--- src/rtl/bios_imem_loader.sv ---
// Boot sequencer for the i281 instruction memory: copies the BIOS image with the CPU
// halted, then shares the instruction-memory write port between BIOS reloads and user writes.
module bios_imem_loader #(
    parameter int WORDS = 32,
    parameter int AW    = 5,
    parameter int DW    = 16
) (
    input  logic          Clock,
    input  logic          Reset_n,
    output logic [AW-1:0] bios_addr,
    input  logic [DW-1:0] bios_data,
    input  logic          bios_reload,
    input  logic          prog_req,
    input  logic [AW-1:0] prog_addr,
    input  logic [DW-1:0] prog_data,
    output logic          prog_ack,
    output logic          imem_we,
    output logic [AW-1:0] imem_addr,
    output logic [DW-1:0] imem_data,
    output logic          cpu_halt,
    output logic          load_done
);

    typedef enum logic {LOAD, RUN} state_t;

    localparam logic [AW:0] LAST_WORD = (AW+1)'(WORDS - 1);
    localparam logic [AW:0] CNT_ONE   = (AW+1)'(1);

    state_t        state_reg;
    logic [AW:0]   cnt_reg;

    // The BIOS bank mux is driven straight from the counter so its word is ready this cycle.
    assign bios_addr = cnt_reg[AW-1:0];

    always_ff @(posedge Clock) begin
        if (!Reset_n) begin
            state_reg <= LOAD;
            cnt_reg   <= '0;
            imem_we   <= 1'b0;
            imem_addr <= '0;
            imem_data <= '0;
            prog_ack  <= 1'b0;
            cpu_halt  <= 1'b1;
            load_done <= 1'b0;
        end else begin
            case (state_reg)
                LOAD: begin
                    imem_we   <= 1'b1;
                    imem_addr <= cnt_reg[AW-1:0];
                    imem_data <= bios_data;
                    prog_ack  <= 1'b0;
                    cpu_halt  <= 1'b1;
                    load_done <= 1'b0;
                    if (cnt_reg == LAST_WORD) begin
                        state_reg <= RUN;
                        cnt_reg   <= '0;
                    end else begin
                        cnt_reg <= cnt_reg + CNT_ONE;
                    end
                end
                RUN: begin
                    if (bios_reload) begin
                        // Reload pre-empts any pending user write; that request stays unacked.
                        state_reg <= LOAD;
                        cnt_reg   <= '0;
                        imem_we   <= 1'b0;
                        prog_ack  <= 1'b0;
                        cpu_halt  <= 1'b1;
                        load_done <= 1'b0;
                    end else if (prog_req && !prog_ack) begin
                        imem_we   <= 1'b1;
                        imem_addr <= prog_addr;
                        imem_data <= prog_data;
                        prog_ack  <= 1'b1;
                        cpu_halt  <= 1'b1;
                        load_done <= 1'b1;
                    end else begin
                        // Gap cycle after an ack keeps a held request to one write per ack.
                        imem_we   <= 1'b0;
                        prog_ack  <= 1'b0;
                        cpu_halt  <= prog_req;
                        load_done <= 1'b1;
                    end
                end
                default: state_reg <= LOAD;
            endcase
        end
    end

endmodule

--- config.mk ---
export PLATFORM = sky130hd
export DESIGN_NAME = bios_imem_loader
export DESIGN_NICKNAME = d
export VERILOG_FILES = /design/src/rtl/bios_imem_loader.sv
export SDC_FILE = /design/constraint.sdc
export NUM_CORES = 1
export LEC_CHECK = 0
export CORE_ASPECT_RATIO = 1.25
export CORE_MARGIN = 5
export CORE_UTILIZATION = 42
export CTS_BUF_LIST = sky130_fd_sc_hd__clkbuf_4
export CTS_CLUSTER_SIZE = 28
export DETAILED_ROUTE_END_ITERATION = 10
export PLACE_DENSITY = 0.87
export REMOVE_ABC_BUFFERS = 1
export SETUP_SLACK_MARGIN = 0.15
export SYNTH_ARGS = -nofsm -noshare
export SYNTH_HDL_FRONTEND = slang
export SYNTH_SLANG_ARGS = --single-unit
--- constraint.sdc ---
create_clock -name Clock -period 1.8 [get_ports Clock]
set_input_delay 0.18 -clock Clock [delete_from_list [all_inputs] [get_ports Clock]]
set_output_delay 0.18 -clock Clock [all_outputs]
set_load 0.02 [all_outputs]
Word level (Yosys, flattened, before mapping)
Index checks and enable logic that the tools add are counted.
- $add $sub $neg: 1
- equality and inequality tests: 4
- mux-type cells: 20
- bitwise gates (word level): 1
- reductions and logical operators: 3
- operators by type and width (cell ; count):
    16-bit two-way mux ; 2
    16-bit case mux with 2 select lines ; 1
    6-bit two-way mux ; 2
    6-bit case mux with 2 select lines ; 1
    5-bit two-way mux ; 2
    1-bit case mux with 2 select lines ; 5
    5-bit case mux with 2 select lines ; 1
    6-bit by 1-bit adder with 6-bit output (second input constant) ; 1
    6-bit by 5-bit equality test with 1-bit output (second input constant) ; 1
    1-bit two-way mux ; 6
    2-bit != test (second input constant) ; 2
    2-bit by 1-bit != test with 1-bit output (second input constant) ; 1
    2-bit AND reduction ; 1
    1-bit logical AND ; 1
    1-bit zero test ; 1
    1-bit NOT ; 1
- register bits after elaboration: 32
- input bits: 41
- output and inout bits: 30

Depth between registers and ports, before layout
Gate-level depths: netlist of run 1.
- depth in word-level cells: 5
- gate-level depth with buffers: 5
- depth with buffers taken out: 4

Worst setup path after synthesis of run 1
Ideal clock, no wire load.
- path kind: reg2reg
- start point: register cnt_reg[0]
- end point: register cnt_reg[3]
- library setup time: 120 ps
- data arrival time: 1225 ps
- data required time: 1680 ps
- slack: 455 ps
- cell stages (with the launch flop): 5
- path buffers: 0
- period minus slack after synthesis: 1345 ps
- cells stage by stage: dfxtp_1 -> ha_1 -> nand3_1 -> o31a_1 -> o31a_1
- cells in the longest elaborated chain, start to end: 3
- elaborated cells between the ends (all ways): 4
- those cells by class: add/sub: 1; eq/ne: 1; mux: 2
- ends and longest elaborated chain (what ; RTL line ; RTL):
    from (decl) ; 30 ; logic [AW:0] cnt_reg;
    from (signal assigned) ; 58 ; cnt_reg <= cnt_reg + CNT_ONE;
    6-bit by 1-bit adder with 6-bit output / 6-bit by 5-bit equality test with 1-bit output (equally long branches) ; 58, 54 ;
    6-bit two-way mux (*) ; 54 ; if (cnt_reg == LAST_WORD) begin
    6-bit case mux with 2 select lines (*) ; 46 ; case (state_reg)
Every way passes the cells marked *; elsewhere a longest branch is shown, timed or not.
A chain may end at the register's enable or synchronous reset.

Worst setup path in the final report of run 1
- start point: register cnt_reg[3]
- end point: output bios_addr[3]
- RTL lines (what ; RTL line ; RTL):
    to (decl) ; 10 ; output logic [AW-1:0] bios_addr,
No word-level cell between the ends.

==> results of run 1 <==
==> worst min-delay path by stage <==
| stage | startpoint | to | slack, ns | cells past startpoint |
|---|---|---|---|---|
| 2_1_floorplan | prog_req | cpu_halt$_SDFF_PN1_ | 0.29 | 1 |
| 3_3_place_gp | imem_data[2]$_SDFFE_PN0P_ | imem_data[2]$_SDFFE_PN0P_ | 0.45 | 2 |
| 3_5_place_dp | imem_addr[1]$_SDFFE_PN0P_ | imem_addr[1]$_SDFFE_PN0P_ | 0.45 | 2 |
| 4_1_cts | prog_addr[4] | imem_addr[4]$_SDFFE_PN0P_ | 0.41 | 3 |
| 5_1_grt | prog_addr[4] | imem_addr[4]$_SDFFE_PN0P_ | 0.42 | 3 |
| 6_report | prog_addr[4] | imem_addr[4]$_SDFFE_PN0P_ | 0.43 | 3 |
==> kinds of logic (layout without fill, tap and decap cells) <==
logic type | Yosys count | count (layout)
AOI/OAI and AO/OA | 56 | 56
buffers and inverters | 22 | 88
adders and majority gates | 1 | 1
muxes | 4 | 4
DFF | 32 | 32
and+or+nand+nor | 58 | 58
==> Yosys cell counts <==
cell and n:
a21o_1 4, a21oi_1 36, a21oi_2 5, a2bb2oi_1 1, a31oi_1 3, and2b_1 7
and4bb_2 1, buf_1 1, buf_2 4, buf_4 9, buf_6 2, clkbuf_1 2
dfxtp_1 32, ha_1 1, inv_1 3, inv_2 1, mux2i_1 4, nand2_1 4
nand2b_1 2, nand3_1 23, nand3b_1 1, nand4_1 1, nand4b_1 1, nor2_1 2
nor2b_1 9, nor3_1 2, nor3b_1 1, o211ai_1 1, o21a_1 1, o21ai_0 2
o31a_1 2, o41ai_1 1, or2_2 1, or3_1 1, or3b_1 1, or4_1 1
==> timing repair <==
| item | in CTS | in global routing |
|---|---|---|
| endpoints found under the setup margin | 2 | 1 |
| hold buffers | 0 | 0 |
| resized for setup | 2 | 1 |
==> area by class of cell <==
class                   count  area share (%)
repair buffers             76            34.1
clock buffers               7            2.33
multi-input cells         119            32.1
flip-flops and latches     32            28.4
well taps                  39            2.16
clock inverters             1           0.166
inverters                   4           0.665
==> cells in the final DEF, fill, tap and decap left out, types with 2 or more instances in the layout <==
cell             Yosys  final
nor2_1               2      2
inv_1                3      3
nand3_1             23     23
clkdlybuf4s50_1      0     67
buf_12               0      2
nand2_1              4      4
a31oi_1              3      3
a21o_1               4      4
buf_4                9      4
nand2b_1             2      2
a21oi_2              5      5
clkbuf_4             0      7
dlygate4sd2_1        0      2
nor3_1               2      2
o31a_1               2      2
nor2b_1              9      9
a21oi_1             36     36
mux2i_1              4      4
and2b_1              7      7
dfxtp_1             32     31
o21ai_0              2      2
==> layer usage <==
metal / part of all wire [%] / wire, um
met1: 40 / 1580
met2: 49 / 1930
met3: 8.4 / 331
met4: 2.0 / 78
met5: 0 / 0
==> through the flow <==
step           instance area (um2)  total power [uW]  setup WS [ns]  hold slack (ns)
2_1_floorplan                 1380               874         -0.262            0.287
3_3_place_gp                  2200              1040          0.180            0.448
3_5_place_dp                  2200              1050          0.136            0.454
4_1_cts                       2260              1460          0.160            0.408
5_1_grt                       2260              1510          0.158            0.421
6_report                      2260              1430          0.242            0.430
==> report_power, final <==
group          internal (uW)  total [uW]  switching, uW
clock network            180         410            230
registers                737         759           21.9
logic                    160         265            106
total                   1080        1430            357
==> flow_summary_export.csv, run 1 <==
group,metric,value,unit
critical_path,r2r_start,"cnt_reg[0]$_SDFFE_PN0N_",
global_routing,met3_usage,6.58,%
place,io_buffers,70,
critical_path,crit_path_max_fanout,5,
detailed_routing,drt-initial-drc-count,56,
clock_tree,numCtsBuffers,5,
clock_tree,cts_tree,"yes",
floorplan,fp-row-count,24,
clock_tree,cts_setup_buffers,0,
synthesis,muxShareOfSynthArea,2.66,%
critical_path,slowest_stage,"clkdlybuf4s50_1",
global_routing,busiest_layer,"met2",
global_routing,grt_util_met1,17.8,%
detailed_routing,viasPerCell,5.28,
timing,rsz0062_at_grt,"no",
layout,regArea,642,um2
run,drv_cap,0,
place,gp_congestion,0.875,
place,post-place-cells,270,
layout,final_util,64.8,%
detailed_routing,drc,0,
detailed_routing,wl_per_cell,14.1,um
timing,fmax,642,MHz
pwr,p_per_area,635,nW/um2
global_routing,grt_pass1_wl,6510,um
synthesis,synth_seq_cells,32,
synthesis,avgSynthCellArea,8.69,um2
critical_path,critical-path-max-stage-delay,0.64,ns
layout,multi_input_area,726,um2
floorplan,dieArea,4880,um2
synthesis,synth-adder-area-share,0.833,%
place,dp_hpwl,2940,um
floorplan,die_y,76.9,um
synthesis,netlist.area_leader.share,42.6,%
critical_path,critPathLaunchType,"register",
timing,setup_viol,0,
detailed_routing,antenna_left,0,
floorplan,ios,71,
layout,drive_above_1_share,9.21,%
critical_path,r2r_slack,0.25,ns
critical_path,path_depth,1,
global_routing,grt_max_degree,29,
global_routing,use_met2,27.5,%
layout,synthToLayoutAreaGrowth,50.3,%
detailed_routing,wirelength,3920,um
pwr,p_leak,0.000841,uW
critical_path,cp.buffers_inverters,1,
critical_path,worstSetupPathType,"reg2out",
layout,antenna_cells,0,
synthesis,synth-simple-area-share,22.6,%
timing,relSlewSlack,66.2,%
clock_tree,cts_root_buffer,"clkbuf_4",
synthesis,synth_area,1500,um2
clock_tree,cts_sinks,32,
clock_tree,clk_latency,0.33,ns
critical_path,rr_worst_depth,4,
detailed_routing,dr.pass1.iters,4,
critical_path,worstPathCellList,"clkdlybuf4s50_1",
layout,num-nets-final,280,
synthesis,synth_top_family_by_area,"simple AND/OR/NAND/NOR gates",
synthesis,synth_cells,173,
clock_tree,clockBufferDepth,2,
clock_tree,htreeDepth,2,
floorplan,core,3480,um2
pwr,ir_drop,0.000443,V
critical_path,crit_start,"cnt_reg[3]$_SDFFE_PN0N_",
synthesis,yosys_warnings,0,
synthesis,synth_xor_area_share,0,%
synthesis,yosysSeqAreaShare,42.6,%
timing,fin_setup_tns,0,ns
clock_tree,path_clk_slew,0.10,ns
critical_path,crit_end,"bios_addr[3]",
critical_path,crit_family,"buffers and inverters",
synthesis,synth_largest_area_cell,"dfxtp_1",
synthesis,synth_compound_area_share,22.1,%
run_status,status,"finished, final reports clean",
timing,finalCriticalPeriod,1.56,ns
layout,n_fill_cell,300,
timing,clock-skew-final,0.00752,ns
global_routing,gr-total-overflow,0,
synthesis,synth_area_leaders,"dfxtp_1 43%, a21oi_1 12%, nand3_1 7.7%, buf_4 4.5%, nor2b_1 3.7%",
critical_path,crit_required,1.62,ns
layout,largest_reg_flops,16,
timing,fin_crit_sh,86.6,%
min_path,hold_path_class,"in2reg",
critical_path,rr_endpoint,"cnt_reg[3]$_SDFFE_PN0N_",
global_routing,grt_usage,16.3,%
detailed_routing,vias,1469,
floorplan,start_util,43.1,%
global_routing,grt_pass1_vias,1478,
synthesis,synth.distinct_cells,36,
critical_path,cp-end-kind,"output port",
timing,tightest_slew,0.507,ns
critical_path,arrival,1.38,ns
global_routing,antenna_found_initial,0,
timing,hold_viol,0,
floorplan,die_x,63.5,um
layout,fin_cells,278,
timing,slew_viol_final,0,
Power figures use the tool's default switching activity.
==> inputs of run 2 (changes only) <==
--- a/config.mk
+++ b/config.mk
@@ -9,8 +9,10 @@
 export CORE_MARGIN = 5
 export CORE_UTILIZATION = 42
 export CTS_BUF_LIST = sky130_fd_sc_hd__clkbuf_4
+export CTS_CLUSTER_DIAMETER = 200
 export CTS_CLUSTER_SIZE = 28
 export DETAILED_ROUTE_END_ITERATION = 10
+export GPL_TIMING_DRIVEN = 0
 export PLACE_DENSITY = 0.87
 export REMOVE_ABC_BUFFERS = 1
 export SETUP_SLACK_MARGIN = 0.15
==> flow_summary_export.csv, run 2 (same netlist as run 1, synthesis figures left out) <==
group,metric,value,unit
critical_path,worstPathCellList,"clkdlybuf4s50_1 -> or3b_2 -> a21o_1 -> a21oi_2",
timing,slew_viol_final,0,
layout,n_fill_cell,314,
clock_tree,cts_root_buffer,"clkbuf_4",
global_routing,use_met2,27.5,%
global_routing,antenna_found_initial,0,
global_routing,grt_usage,16.1,%
detailed_routing,wirelength,3850,um
critical_path,rr_worst_depth,3,
floorplan,die_y,76.9,um
clock_tree,cts_sinks,32,
detailed_routing,dr.pass1.iters,4,
global_routing,gr-total-overflow,0,
global_routing,grt_max_degree,38,
detailed_routing,antenna_left,0,
place,post-place-cells,265,
critical_path,arrival,1.82,ns
clock_tree,cts_resized,2,
detailed_routing,wl_per_cell,14.1,um
layout,num-nets-final,275,
critical_path,slowest_stage,"or3b_2",
critical_path,critPathLaunchType,"primary input",
critical_path,critical-path-max-stage-delay,0.72,ns
pwr,p_leak,0.000803,uW
timing,hold_viol,0,
critical_path,r2r_slack,0.29,ns
detailed_routing,viasPerCell,5.25,
detailed_routing,vias,1429,
layout,fin_area,2200,um2
critical_path,crit_required,2.06,ns
clock_tree,clockBufferDepth,2,
timing,fin_crit_sh,86.5,%
min_path,whs_path_depth,3,
global_routing,grt_pass1_vias,1405,
clock_tree,hold_buffers,0,
place,dp_hpwl,2710,um
place,dpl_cell_area,2150,um2
layout,drive_above_1_share,7.73,%
min_path,hold_path_class,"in2reg",
floorplan,dieArea,4880,um2
floorplan,fp-row-count,24,
layout,multi_input_area,726,um2
clock_tree,cts_tree,"yes",
pwr,p_total,1380,uW
critical_path,cp-end-kind,"register",
timing,holdWs,0.426,ns
timing,relSlewSlack,63.4,%
global_routing,met3_usage,5.99,%
timing,setup_viol,0,
layout,synthToLayoutAreaGrowth,46.5,%
place,gp_congestion,0.841,
floorplan,start_util,43.1,%
clock_tree,numCtsBuffers,5,
timing,fin_setup_tns,0,ns
clock_tree,htreeDepth,2,
run_status,status,"finished, final reports clean",
detailed_routing,drt-initial-drc-count,54,
timing,clock-skew-final,0.00692,ns
timing,tightest_slew,0.550,ns
floorplan,core,3480,um2
clock_tree,clk_latency,0.32,ns
timing,rsz0062_at_grt,"no",
timing,fmax,642,MHz
clock_tree,cts_setup_buffers,0,
global_routing,grt_pass1_wl,6470,um
pwr,p_per_area,626,nW/um2
critical_path,worstSetupPathType,"in2reg",
floorplan,ios,71,
layout,largest_reg_flops,16,
timing,finalCriticalPeriod,1.56,ns
global_routing,grt_util_met1,17.9,%
layout,layout_common_cells,"67 x clkdlybuf4s50_1, 36 x a21oi_1, 29 x dfxtp_1",
layout,regArea,647,um2
layout,final_common_cell,"clkdlybuf4s50_1",
critical_path,crit_path_max_fanout,26,
layout,antenna_cells,0,
layout,fin_cells,272,
detailed_routing,drc,0,
run,drv_cap,0,
floorplan,die_x,63.5,um
pwr,ir_drop,0.000542,V
global_routing,busiest_layer,"met2",
place,io_buffers,70,
clock_tree,path_clk_slew,0.09,ns
[run 2: cell types whose count changed in the layout (fill, tap and decap cells not counted), sizes merged]
cell | before | now
buf | 6 | 1
clkbuf | 7 | 5
clkinv | 1 | 2
[run 2: final timing paths]
check	startpoint	endpoint
worst max-delay path	prog_req	imem_data[15]$_SDFFE_PN0P_
worst min-delay path	prog_addr[4]	imem_addr[4]$_SDFFE_PN0P_
worst max register to register	prog_ack$_SDFF_PN0_	imem_data[15]$_SDFFE_PN0P_
worst min register to register	imem_data[12]$_SDFFE_PN0P_	imem_data[12]$_SDFFE_PN0P_
[run 2: power breakdown]
| group | leakage [uW] | internal, uW | switching (uW) |
|---|---|---|---|
| registers | 0.000265 | 737 | 21.4 |
| logic | 0.000512 | 154 | 105 |
| clock network | 0.0000261 | 136 | 226 |
[run 2: critical path, delay by kind of cell]
family                 cells  cell delay, ns
and+or+nand+nor            1            0.72
buffers and inverters      1            0.51
AOI/OAI and AO/OA          2            0.39
[run 2: cell type report]
type	count	share of cell area, %
sequential	32	29.4
clock buffer	5	1.70
multi-input combinational	119	33.0
tap	39	2.22
timing repair buffer	71	32.7
inverter	4	0.682
clock inverter	2	0.341
[run 2: stage by stage]
stage | util [%] | worst slack [ns]
2_1_floorplan | - | -0.262
3_3_place_gp | 61.2 | -0.890
3_5_place_dp | 61.8 | -0.154
4_1_cts | 63.0 | 0.160
5_1_grt | 63.2 | 0.191
6_report | 63.2 | 0.242
[run 2: metal layers]
layer  vias up  part of all wire (%)
li1        730                     -
met4         0                   1.7
met5         -                     0
met1       641                    41
met2        51                    50
met3         7                   7.4
==> inputs of run 3 (changes only) <==
--- a/config.mk
+++ b/config.mk
@@ -14,6 +14,7 @@
 export DETAILED_ROUTE_END_ITERATION = 10
 export GPL_TIMING_DRIVEN = 0
 export PLACE_DENSITY = 0.87
+export RECOVER_POWER = 50
 export REMOVE_ABC_BUFFERS = 1
 export SETUP_SLACK_MARGIN = 0.15
 export SYNTH_ARGS = -nofsm -noshare
==> flow_summary_export.csv, run 3 (same netlist as run 1, synthesis figures left out) <==
group,metric,value,unit
clock_tree,cts_root_buffer,"clkbuf_4",
critical_path,crit_path_max_fanout,26,
min_path,holdPathEnd,"imem_addr[4]$_SDFFE_PN0P_",
floorplan,fp-row-count,24,
timing,fmax,622,MHz
layout,antenna_cells,0,
pwr,sw_frac_of_total,25.6,%
critical_path,critical-path-max-stage-delay,0.73,ns
clock_tree,cts_tree,"yes",
pwr,clkPwrFrac,26.5,%
floorplan,ios,71,
layout,final_util,62.9,%
detailed_routing,viasPerCell,5.31,
floorplan,die_y,76.9,um
critical_path,worstPathCellList,"clkdlybuf4s50_1 -> or3b_1 -> a21o_1 -> a21oi_2",
floorplan,die_x,63.5,um
timing,hold_viol,0,
detailed_routing,antenna_left,0,
clock_tree,clk_latency,0.32,ns
place,io_buffers,70,
critical_path,crit_required,2.06,ns
global_routing,antenna_found_initial,0,
layout,drive_above_1_share,6.87,%
run_status,status,"finished, final reports clean",
min_path,whs_path_depth,3,
place,gp_congestion,0.841,
clock_tree,path_clk_slew,0.09,ns
floorplan,dieArea,4880,um2
run,drv_cap,0,
min_path,hp-start,"prog_addr[4]",
critical_path,worstSetupPathType,"in2reg",
timing,fin_crit_sh,89.4,%
timing,fin_ws,0.191,ns
min_path,hold_path_class,"in2reg",
layout,synthToLayoutAreaGrowth,45.9,%
pwr,pwr-share-seq,55.3,%
detailed_routing,vias,1444,
clock_tree,clockBufferDepth,2,
global_routing,gr-total-overflow,0,
clock_tree,numCtsBuffers,5,
floorplan,start_util,43.1,%
timing,finalCriticalPeriod,1.61,ns
floorplan,core,3480,um2
pwr,p_per_area,624,nW/um2
clock_tree,cts_setup_buffers,0,
place,dp_hpwl,2710,um
global_routing,grt_pass1_wl,6470,um
timing,setup_viol,0,
critical_path,rr_endpoint,"imem_data[15]$_SDFFE_PN0P_",
pwr,p_int,1020,uW
pwr,pwr-share-comb,18.2,%
layout,fin_cells,272,
clock_tree,htreeDepth,2,
critical_path,slowest_stage,"or3b_1",
pwr,p_leak,0.000822,uW
layout,final_common_cell,"clkdlybuf4s50_1",
global_routing,grt_max_degree,38,
place,dp_slack,-0.154,ns
detailed_routing,wirelength,3870,um
critical_path,critPathLaunchType,"primary input",
pwr,ir_drop,0.000542,V
place,post-place-cells,265,
layout,largest_reg_flops,16,
timing,clock-skew-final,0.00748,ns
layout,layout_common_cells,"48 x clkdlybuf4s50_1, 36 x a21oi_1, 30 x dfxtp_1",
critical_path,r2r_slack,0.23,ns
detailed_routing,wl_per_cell,14.2,um
critical_path,cp-end-kind,"register",
clock_tree,cts_sinks,32,
detailed_routing,drt-initial-drc-count,72,
global_routing,grt_pass1_vias,1405,
critical_path,rr_worst_depth,3,
timing,relSlewSlack,41.6,%
layout,num-nets-final,275,
detailed_routing,drc,0,
timing,tightest_slew,0.876,ns
timing,slew_viol_final,0,
global_routing,grt_usage,16.1,%
detailed_routing,dr.pass1.iters,4,
critical_path,r2r_start,"prog_ack$_SDFF_PN0_",
pwr,switching_power,351,uW
timing,rsz0062_at_grt,"no",
critical_path,arrival,1.87,ns
## run 3: how the worst max path moves through the flow
| stage | from | endpoint | slack (ns) | cells after the start |
|---|---|---|---|---|
| 3_3_place_gp | state_reg$_SDFF_PN0_ | imem_data[11]$_SDFFE_PN0P_ | -0.89 | 3 |
| 2_1_floorplan | state_reg$_SDFF_PN0_ | imem_addr[0]$_SDFFE_PN0P_ | -0.26 | 3 |
| 6_report | prog_req | imem_data[15]$_SDFFE_PN0P_ | 0.19 | 4 |
| 5_1_grt | prog_ack$_SDFF_PN0_ | imem_data[11]$_SDFFE_PN0P_ | 0.1 | 3 |
| 4_1_cts | cnt_reg[1]$_SDFFE_PN0N_ | bios_addr[1] | 0.16 | 1 |
| 3_5_place_dp | prog_req | imem_data[14]$_SDFFE_PN0P_ | -0.15 | 4 |
## run 3: final cells by class
cell class | count | area, um2
Clock buffer | 5 | 37.5
Inverter | 4 | 15.0
Sequential cell | 32 | 646
Timing Repair Buffer | 71 | 712
Fill cell | 314 | 1290
Clock inverter | 2 | 7.51
Multi-Input combinational cell | 119 | 726
Tap cell | 39 | 48.8
## run 3: power groups by stage
| stage | clock (uW) | sequential (uW) | combinational, uW |
|---|---|---|---|
| global placement | 0 | 774 | 259 |
| finish | 362 | 757 | 249 |
| floorplan | 0 | 809 | 65.3 |
| CTS | 377 | 759 | 262 |
| detailed placement | 0 | 775 | 262 |
| global route | 401 | 761 | 269 |
## run 3: what timing repair did
| action | in CTS | in global routing |
|---|---|---|
| hold buffers | 0 | 0 |
| setup endpoints to repair | 2 | 10 |
| gates resized for setup | 2 | 5 |
| hold endpoints to repair | 0 | 0 |
## run 3: routing by layer
metal  vias to the layer above  routed length, um  GRT usage [%]
met5                         -                  0              0
met4                         0                 65           5.61
met3                         7                290           5.99
met2                        50               1940           27.5
met1                       653               1580           17.9
li1                        734                  -              -
## run 3: through the flow
step / setup TNS (ns) / hold WS, ns / total power [uW] / area [um2]
after floorplan: -4.77 / 0.287 / 874 / 1380
after global placement: -21.21 / 0.443 / 1030 / 2130
after detailed placement: -2.08 / 0.455 / 1040 / 2150
after CTS: 0 / 0.412 / 1400 / 2190
after global routing: 0 / 0.417 / 1430 / 2190
final: 0 / 0.426 / 1370 / 2190
## run 3: critical path: cells and delay by family
family,cells,cell delay (ns)
AND/OR/NAND/NOR,1,0.73
AO/OA/AOI/OAI,2,0.44
buffers and inverters,1,0.51
